===== src/rtl/lcd_read_fsm.sv =====
// lcd_read_fsm: one 4-bit-mode read cycle on a character LCD.
// Reads the busy flag/address (rs_sel=0) or DDRAM/CGRAM data (rs_sel=1).
// Two E pulses fetch the upper and lower nibbles, which are assembled into a byte.
// In poll mode the busy-flag read repeats until BF clears or MAX_POLLS reads are done.
// All pin outputs are registered and change together with the state register.
module lcd_read_fsm #(
  parameter int TICK      = 64,
  parameter int MAX_POLLS = 2000
) (
  input  logic       clk,
  input  logic       rst,
  input  logic       start,
  input  logic       rs_sel,
  input  logic       poll,
  input  logic [3:0] lcd_db_in,
  output logic       lcd_e,
  output logic       lcd_rs,
  output logic       lcd_rw,
  output logic       lcd_db_oe,
  output logic [7:0] data_out,
  output logic       valid,
  output logic       busy,
  output logic       timeout
);

  localparam int CW = (TICK > 1) ? $clog2(TICK) : 1;
  localparam int PW = (MAX_POLLS > 1) ? $clog2(MAX_POLLS) : 1;
  localparam logic [CW-1:0] CNT_LAST  = CW'(TICK - 1);
  localparam logic [PW-1:0] POLL_LAST = PW'(MAX_POLLS - 1);

  typedef enum logic [2:0] {IDLE, SETUP, EH1, EL1, EH2, EL2, REL} state_t;

  state_t        state;
  logic [CW-1:0] cnt;
  logic [PW-1:0] poll_cnt;
  logic          rs_q;
  logic          poll_q;
  logic [7:0]    cap;
  logic          last;
  logic          again;

  // Final cycle of the current state's TICK-long slot.
  assign last  = (cnt == CNT_LAST);
  // Repeat the BF read only while BF is still set and the poll budget remains.
  // poll_q is already forced to 0 for data reads.
  assign again = poll_q & cap[7] & (poll_cnt < POLL_LAST);

  // Read sequencer: state, slot counter, nibble capture and registered pin outputs.
  always_ff @(posedge clk or posedge rst) begin
    if (rst) begin
      state     <= IDLE;
      cnt       <= '0;
      poll_cnt  <= '0;
      rs_q      <= 1'b0;
      poll_q    <= 1'b0;
      cap       <= 8'h00;
      lcd_e     <= 1'b0;
      lcd_rs    <= 1'b0;
      lcd_rw    <= 1'b0;
      lcd_db_oe <= 1'b1;
      data_out  <= 8'h00;
      valid     <= 1'b0;
      busy      <= 1'b0;
      timeout   <= 1'b0;
    end else begin
      valid <= 1'b0;
      if (state == IDLE) begin
        cnt <= '0;
        if (start) begin
          state     <= SETUP;
          rs_q      <= rs_sel;
          poll_q    <= poll & ~rs_sel;
          busy      <= 1'b1;
          timeout   <= 1'b0;
          lcd_rs    <= rs_sel;
          lcd_rw    <= 1'b1;
          lcd_db_oe <= 1'b0;
        end
      end else if (!last) begin
        cnt <= cnt + 1'b1;
      end else begin
        cnt <= '0;
        case (state)
          SETUP: begin
            state <= EH1;
            lcd_e <= 1'b1;
          end
          EH1: begin
            state    <= EL1;
            lcd_e    <= 1'b0;
            cap[7:4] <= lcd_db_in;
          end
          EL1: begin
            state <= EH2;
            lcd_e <= 1'b1;
          end
          EH2: begin
            state    <= EL2;
            lcd_e    <= 1'b0;
            cap[3:0] <= lcd_db_in;
          end
          EL2: begin
            if (again) begin
              // Back-to-back BF read: RW stays high and the pads stay released.
              state    <= SETUP;
              poll_cnt <= poll_cnt + 1'b1;
            end else begin
              state  <= REL;
              lcd_rw <= 1'b0;
            end
          end
          REL: begin
            state     <= IDLE;
            data_out  <= cap;
            valid     <= 1'b1;
            // Reaching REL with BF still set in poll mode means the budget ran out.
            timeout   <= poll_q & ~rs_q & cap[7];
            poll_cnt  <= '0;
            lcd_db_oe <= 1'b1;
            lcd_rs    <= 1'b0;
            busy      <= 1'b0;
          end
          default: begin
            state     <= IDLE;
            lcd_e     <= 1'b0;
            lcd_rw    <= 1'b0;
            lcd_rs    <= 1'b0;
            lcd_db_oe <= 1'b1;
            busy      <= 1'b0;
          end
        endcase
      end
    end
  end

  // The FPGA must never drive DB while the LCD may be driving it.
  bus_contention: assert property (@(posedge clk) disable iff (rst) lcd_rw |-> !lcd_db_oe);

endmodule


===== config.mk =====
export PLATFORM = sky130hd
export DESIGN_NAME = lcd_read_fsm
export DESIGN_NICKNAME = d
export VERILOG_FILES = /design/src/rtl/lcd_read_fsm.sv
export SDC_FILE = /design/constraint.sdc
export NUM_CORES = 1
export LEC_CHECK = 0
export CAP_MARGIN = 20
export CORE_MARGIN = 2
export CORE_UTILIZATION = 62
export CTS_BUF_LIST = sky130_fd_sc_hd__clkbuf_4
export DETAILED_ROUTE_END_ITERATION = 8
export PLACE_DENSITY = 0.86
export SYNTH_ARGS = -nofsm -noshare
export SYNTH_HDL_FRONTEND = slang
export SYNTH_SLANG_ARGS = --single-unit

===== constraint.sdc =====
create_clock -name clk -period 3.02 [get_ports clk]
set_clock_uncertainty 0.15 [all_clocks]
set_input_delay 0.604 -clock clk [delete_from_list [all_inputs] [get_ports clk]]
set_output_delay 0.604 -clock clk [all_outputs]
set_load 0.02 [all_outputs]

## Word level (Yosys, flattened, before mapping)

Cells that the tools add are included.

| storage, ports and cells | value |
|---|---|
| memories kept | 0 |
| register bits | 45 |
| input bits | 9 |
| bits in read-only memories | 0 |
| logic and storage cells | 87 |
| bits in writable memories | 0 |
| latch bits | 0 |
| output and inout port bits | 15 |

| operators by class | value |
|---|---|
| equality and inequality tests | 12 |
| reductions and logical operators | 18 |
| multiply operators | 0 |
| bitwise gates (word level) | 9 |
| magnitude comparators | 1 |
| shift-type cells | 0 |
| mux-type cells | 30 |
| add/subtract/negate cells | 2 |
| div/mod/pow operators | 0 |

Operator list:

| kind | count |
|---|---|
| 11-bit one-hot mux with 2 select lines | 1 |
| 1-bit 2-to-1 mux | 19 |
| 3-bit AND reduction | 6 |
| 3-bit one-hot mux with 5 select lines | 1 |
| 3-bit 2-to-1 mux | 4 |
| 6-bit 2-to-1 mux | 2 |
| 11-bit by 1-bit adder with 11-bit output (second input constant) | 1 |
| 11-bit < comparator (second input constant) | 1 |
| 11-bit 2-to-1 mux | 1 |
| 5-bit OR reduction | 2 |
| 3-bit == test (second input constant) | 3 |
| 4-bit AND reduction | 2 |
| 6-bit by 1-bit adder with 6-bit output (second input constant) | 1 |
| 3-bit by 2-bit == test with 1-bit output (second input constant) | 2 |
| 6-bit == test (second input constant) | 1 |
| 2-bit nonzero test | 3 |
| 1-bit bitwise AND | 5 |
| 2-bit by 1-bit != test with 1-bit output (second input constant) | 2 |
| 2-bit != test (second input constant) | 2 |
| 1-bit NOT | 4 |
| 1-bit one-hot mux with 2 select lines | 2 |
| 2-bit AND reduction | 2 |
| 2-bit OR reduction | 2 |
| 3-bit by 1-bit == test with 1-bit output (second input constant) | 1 |
| other kinds (2) | 2 |

## Longest topological paths before layout

| depth | value |
|---|---|
| depth in word-level cells | 6 |
| depth in mapped cells | 6 |
| gate-level depth less buffers | 5 |

## Worst setup path after synthesis

Ideal clock, no wire load.

| timing | value |
|---|---|
| path kind | flip-flop to flip-flop |
| start point | register cnt[0] |
| end point | register cap[4] |
| arrival time | 1.485 ns |
| stages on the path, launching flop included | 7 |
| data required time | 2.745 ns |
| slack | 1.260 ns |
| library setup time | 0.125 ns |
| clock period less this slack | 1.760 ns |
| cells stage by stage | dfrtp_1 ha_1 and4_4 and2_4 buf_8 nand3_4 mux2_4 |

| on the way | value |
|---|---|
| longest elaborated chain between the ends | 2 |

Ends and longest elaborated chain:

| what | RTL line | text |
|---|---|---|
| start, declared | 34 | `logic [CW-1:0] cnt;` |
| start signal, assigned | 80 | `cnt <= cnt + 1'b1;` |
| 6-bit == test | 43 | `assign last = (cnt == CNT_LAST);` |
| 3-bit AND reduction (no line) | n/a |  |
| end signal, assigned | 91 | `cap[7:4] <= lcd_db_in;` |
| end, declared | 38 | `logic [7:0] cap;` |

No other way between the ends.
A chain may end at the register's enable or synchronous reset.

## Final worst setup path

| timing | value |
|---|---|
| start point | register lcd_db_oe |
| end point | output lcd_db_oe |

RTL lines:

| what | RTL line | text |
|---|---|---|
| start, declared | 19 | `output logic lcd_db_oe,` |
| start signal, assigned | 60 | `lcd_db_oe <= 1'b1;` |
| start signal, assigned | 77 | `lcd_db_oe <= 1'b0;` |
| start signal, assigned | 119 | `lcd_db_oe <= 1'b1;` |

No word-level cell between the ends.

==> results.md <==
- The synthesized net count is 207.
- The number of placement rows is 21.
- STA classifies the critical path startpoint as a flip-flop.
- The final critical path takes up 74.8% of the cycle.
- The share of total power dissipated in the clock network is 41.4%.
- Counting every instance in the synthesized netlist gives 196.
- The sink count of the clock tree is 45.
- Entering global routing, the biggest net connects 17 pins.
- Summing all flip-flop and latch instances after layout gives 1130 sq um.
- The initial antenna violation count is 0.
- The first routing iteration left 149 violations.
- Sequential cells burn 55.9% of the power.
- The most numerous cell in the Yosys netlist is dfrtp_1.
- The part of the Yosys area used for sequential elements is 50.8%.
- For this run, the total global-route usage over all layers was measured as 24.9%.
- In this run switching power makes up 19.4% of total power.
- The path class of the lowest-slack min-delay path is reg2reg.
- Routability-driven placement finished with a final weighted congestion of 0.798.
- The number of max-slew violations in the final report is 0.
- The critical path class is reg2out.
- Max-cap violations in this run came to 0.
- The total of hold buffers inserted after clock tree synthesis is 0.
- The number of levels the H-tree was split into is 2.
- The x dimension of the die is 63.8 um.
- The met2 routing resource usage after global routing is 41.9%.
- For this run, the slowest stage of the critical path takes 0.60 ns.
- The clock transition at the registers of the reported paths is 0.12 ns.
- Setup slack on the worst reg-to-reg path comes out at 0.91 ns.
- The global-route wire length before repair is 7790 um.
- Grouping stages by cell kind, the critical path spends the most delay in buffers and inverters.
- At the end of the flow, the number of nets in the layout was 230.
- The via count of the first global-routing pass is 1637.
- The number of gates resized after CTS was 0.
- Traced cell by cell, the critical path runs through clkdlybuf4s50_1.
- The global routing's busiest layer is met2.
- The data required time at the worst endpoint is 2.27 ns.
- The later pin in the worst-skew pair is clocked with a latency of 0.36 ns.
- The combinational share of power is 2.7%.
- Along the worst path, the maximum fanout reaches 2.
- The effective utilization at floorplan is 65.5%.
- After global routing the overflow that remains totals 0.
- The number of input and output port buffers inserted is 23.
- The number of diodes added for antenna fixing is 0.
- The final number of hold-violating endpoints is 0.
- The cell with the largest stage delay on the worst path is clkdlybuf4s50_1.
- The CTS buffer count is 5.
- The worst-case IR drop observed on VDD is 0.000339 V.
- The final hold slack is 0.330 ns.
- The origin of the worst min-delay path is rs_q.
- The die covers 4070 sq um.
- By count the netlist is led by dfrtp_1 (44), nand2_1 (20), a31oi_1 (12).
- The met1 usage in global routing is 31.9%.
- The CTS root buffer is clkbuf_4.
- Setup violations remaining at the end of the flow were counted as 0.
- The detailed-route wire length per cell is 17.1 um.
- The kind of capture point of the worst setup path is a primary output.
- The post-detailed-route DRC marker count is 0.
- The leakage power figure is 1.13 nW.
- The number of synthesized register bits is 45.
- Data arrives at the worst endpoint at 1.51 ns.
- Cells with a size suffix above 1 make up 18.6% of the layout.
- The top flip-flop cell by instance count after synthesis is dfrtp_1.
- The number of enable flip-flop cells after synthesis is 0.
- The multi-input combinational cells in the finished layout cover a total of 975 sq um.
- The layout has 235 filler cells.
- The via count is 1591.
- The clock tree from TritonCTS is yes.
- The total iterations of the first detailed-routing run is 4.
- The internal portion of total power is 876 uW.
- The net load switching power is 211 uW.
- The worst-case headroom to the max-slew limit is 48.3%.
- Setup repair after global routing left no endpoint under its margin.
- In this run the deepest clock path goes through 2 buffers.
- Timing would allow up to 442 MHz.
- The number of buffers added for setup after CTS is 0.
- The I/O pin total is 24.
- In this run the vertical extent of the chip is 63.8 um.
- Sorting the synthesized cells by area gives the leading types as dfrtp_1 (50%), mux2_4 (6.8%), a31oi_1 (3.4%).
- The slew of the pin with the lowest slew margin is 0.771 ns.
- The source of the worst register-to-register timing path is state[1].
- The power per standard cell area is 428 nW/um^2.
- In this run the critical register-to-register path is captured at poll_cnt[8].
- The worst hold path endpoint is timeout.
- Counting I/O delays and the setup requirement, the final critical path takes 2.26 ns.
- Detailed placement ended at an HPWL of 3270 um.
- The detailed-route wire length is 4540 um.
- The total core area is 3390 sq um.
- The via density per instance is 5.98.
- The total power of the final layout is 1.09 mW.
- The share of synthesized area in the top cell type comes to 49.6%.
- Averaged over all synthesized cells, the footprint is 11.3 sq um.
- The worst hold path stage count is 1.
- The synthesized area is 2220 sq um.
- The run finished with clean final reports.
- After synthesis, the netlist uses 49 different library cells.
- The growth of design area from synthesis to finish is 14.5%.
- The critical path buffer and inverter count is 1.
- In this run the remaining antenna-violating nets after routing total 0.
- The setup total negative slack is 0 ns.
- The Yosys step of the flow raised 0 warnings.
- For the worst flop-to-flop path, the logic depth is 4.
- Counting flops with an async set or reset pin after synthesis yields a share of 100%.
- The cell taking the most area after synthesis is dfrtp_1.
- The global routing usage on met3 is 5.63%.
## worst max path at each step
stage	from	endpoint	slack, ns	cells after the start
finish	lcd_db_oe	lcd_db_oe	0.76	1
global route	lcd_db_oe	lcd_db_oe	0.72	1
floorplan	rst	busy	1.21	1
detailed placement	state[1]	poll_cnt[8]	0.94	4
global placement	state[1]	poll_cnt[10]	1.03	4
CTS	lcd_db_oe	lcd_db_oe	0.75	1
## per-stage QoR
stage | cells | setup slack (ns) | util [%] | area (sq um)
5_1_grt | 266 | 0.721 | 75.0 | 2540
4_1_cts | 266 | 0.748 | 75.0 | 2540
6_report | 266 | 0.760 | 75.0 | 2540
2_1_floorplan | 196 | 1.21 | - | 2220
3_5_place_dp | 258 | 0.935 | 71.9 | 2440
3_3_place_gp | 258 | 1.03 | 71.9 | 2440
## layout make-up
class                           instances  area share [%]
Timing Repair Buffer                   25            9.65
Tap cell                               46            2.26
Multi-Input combinational cell        133            38.4
Clock inverter                          3            2.56
Sequential cell                        45            44.4
Clock buffer                            5            1.48
Inverter                                9            1.33
## cell usage in the layout, fill, tap and decap left out, types with 2 or more instances in the layout
cell / count
nand3_1: 7
ha_1: 2
mux2_2: 6
clkdlybuf4s50_1: 23
o21a_1: 3
nor3_2: 2
clkbuf_4: 5
nor2_1: 10
nor3_1: 5
and4_1: 5
bufinv_16: 2
o31ai_1: 2
a211o_1: 2
a31oi_1: 12
inv_1: 9
dfrtp_1: 44
nand4_1: 4
and2_1: 2
o211ai_1: 3
nor2b_1: 2
a21oi_1: 5
xnor2_1: 2
buf_4: 2
xor2_1: 2
o21ai_0: 6
mux2_4: 10
nand2_1: 20
## layer usage
metal  vias to the layer above  part of all wire, %
li1                        754                    -
met3                         4                  3.8
met2                        33                   53
met1                       800                   42
met4                         0                  1.2
met5                         -                    0
## cells by family after synthesis
group           synth area share (%)
xor+xnor                        1.58
mux                             10.3
flops                           50.8
compound gates                  12.9
fa+ha+maj                       1.13
simple gates                    18.1
buf+inv                         5.30
## sequential cells by signal (all words and copies together) (netlist names)
| register | cells |
|---|---|
| timeout | 1 |
| lcd_rw | 1 |
| lcd_db_oe | 1 |
| cnt | 6 |
| data_out | 8 |
| lcd_e | 1 |
| poll_q | 1 |
| lcd_rs | 1 |
| rs_q | 1 |
| state | 3 |
| poll_cnt | 11 |
| busy | 1 |
| valid | 1 |
| cap | 8 |
## power by group through the flow
stage,Sequential [mW],Clock (mW),Combinational [mW]
2_1_floorplan,0.618,0,0.0131
3_3_place_gp,0.618,0,0.0286
3_5_place_dp,0.619,0,0.0303
4_1_cts,0.607,0.458,0.0305
5_1_grt,0.608,0.480,0.0332
6_report,0.607,0.451,0.0292
(Power assumes the default switching activity.)
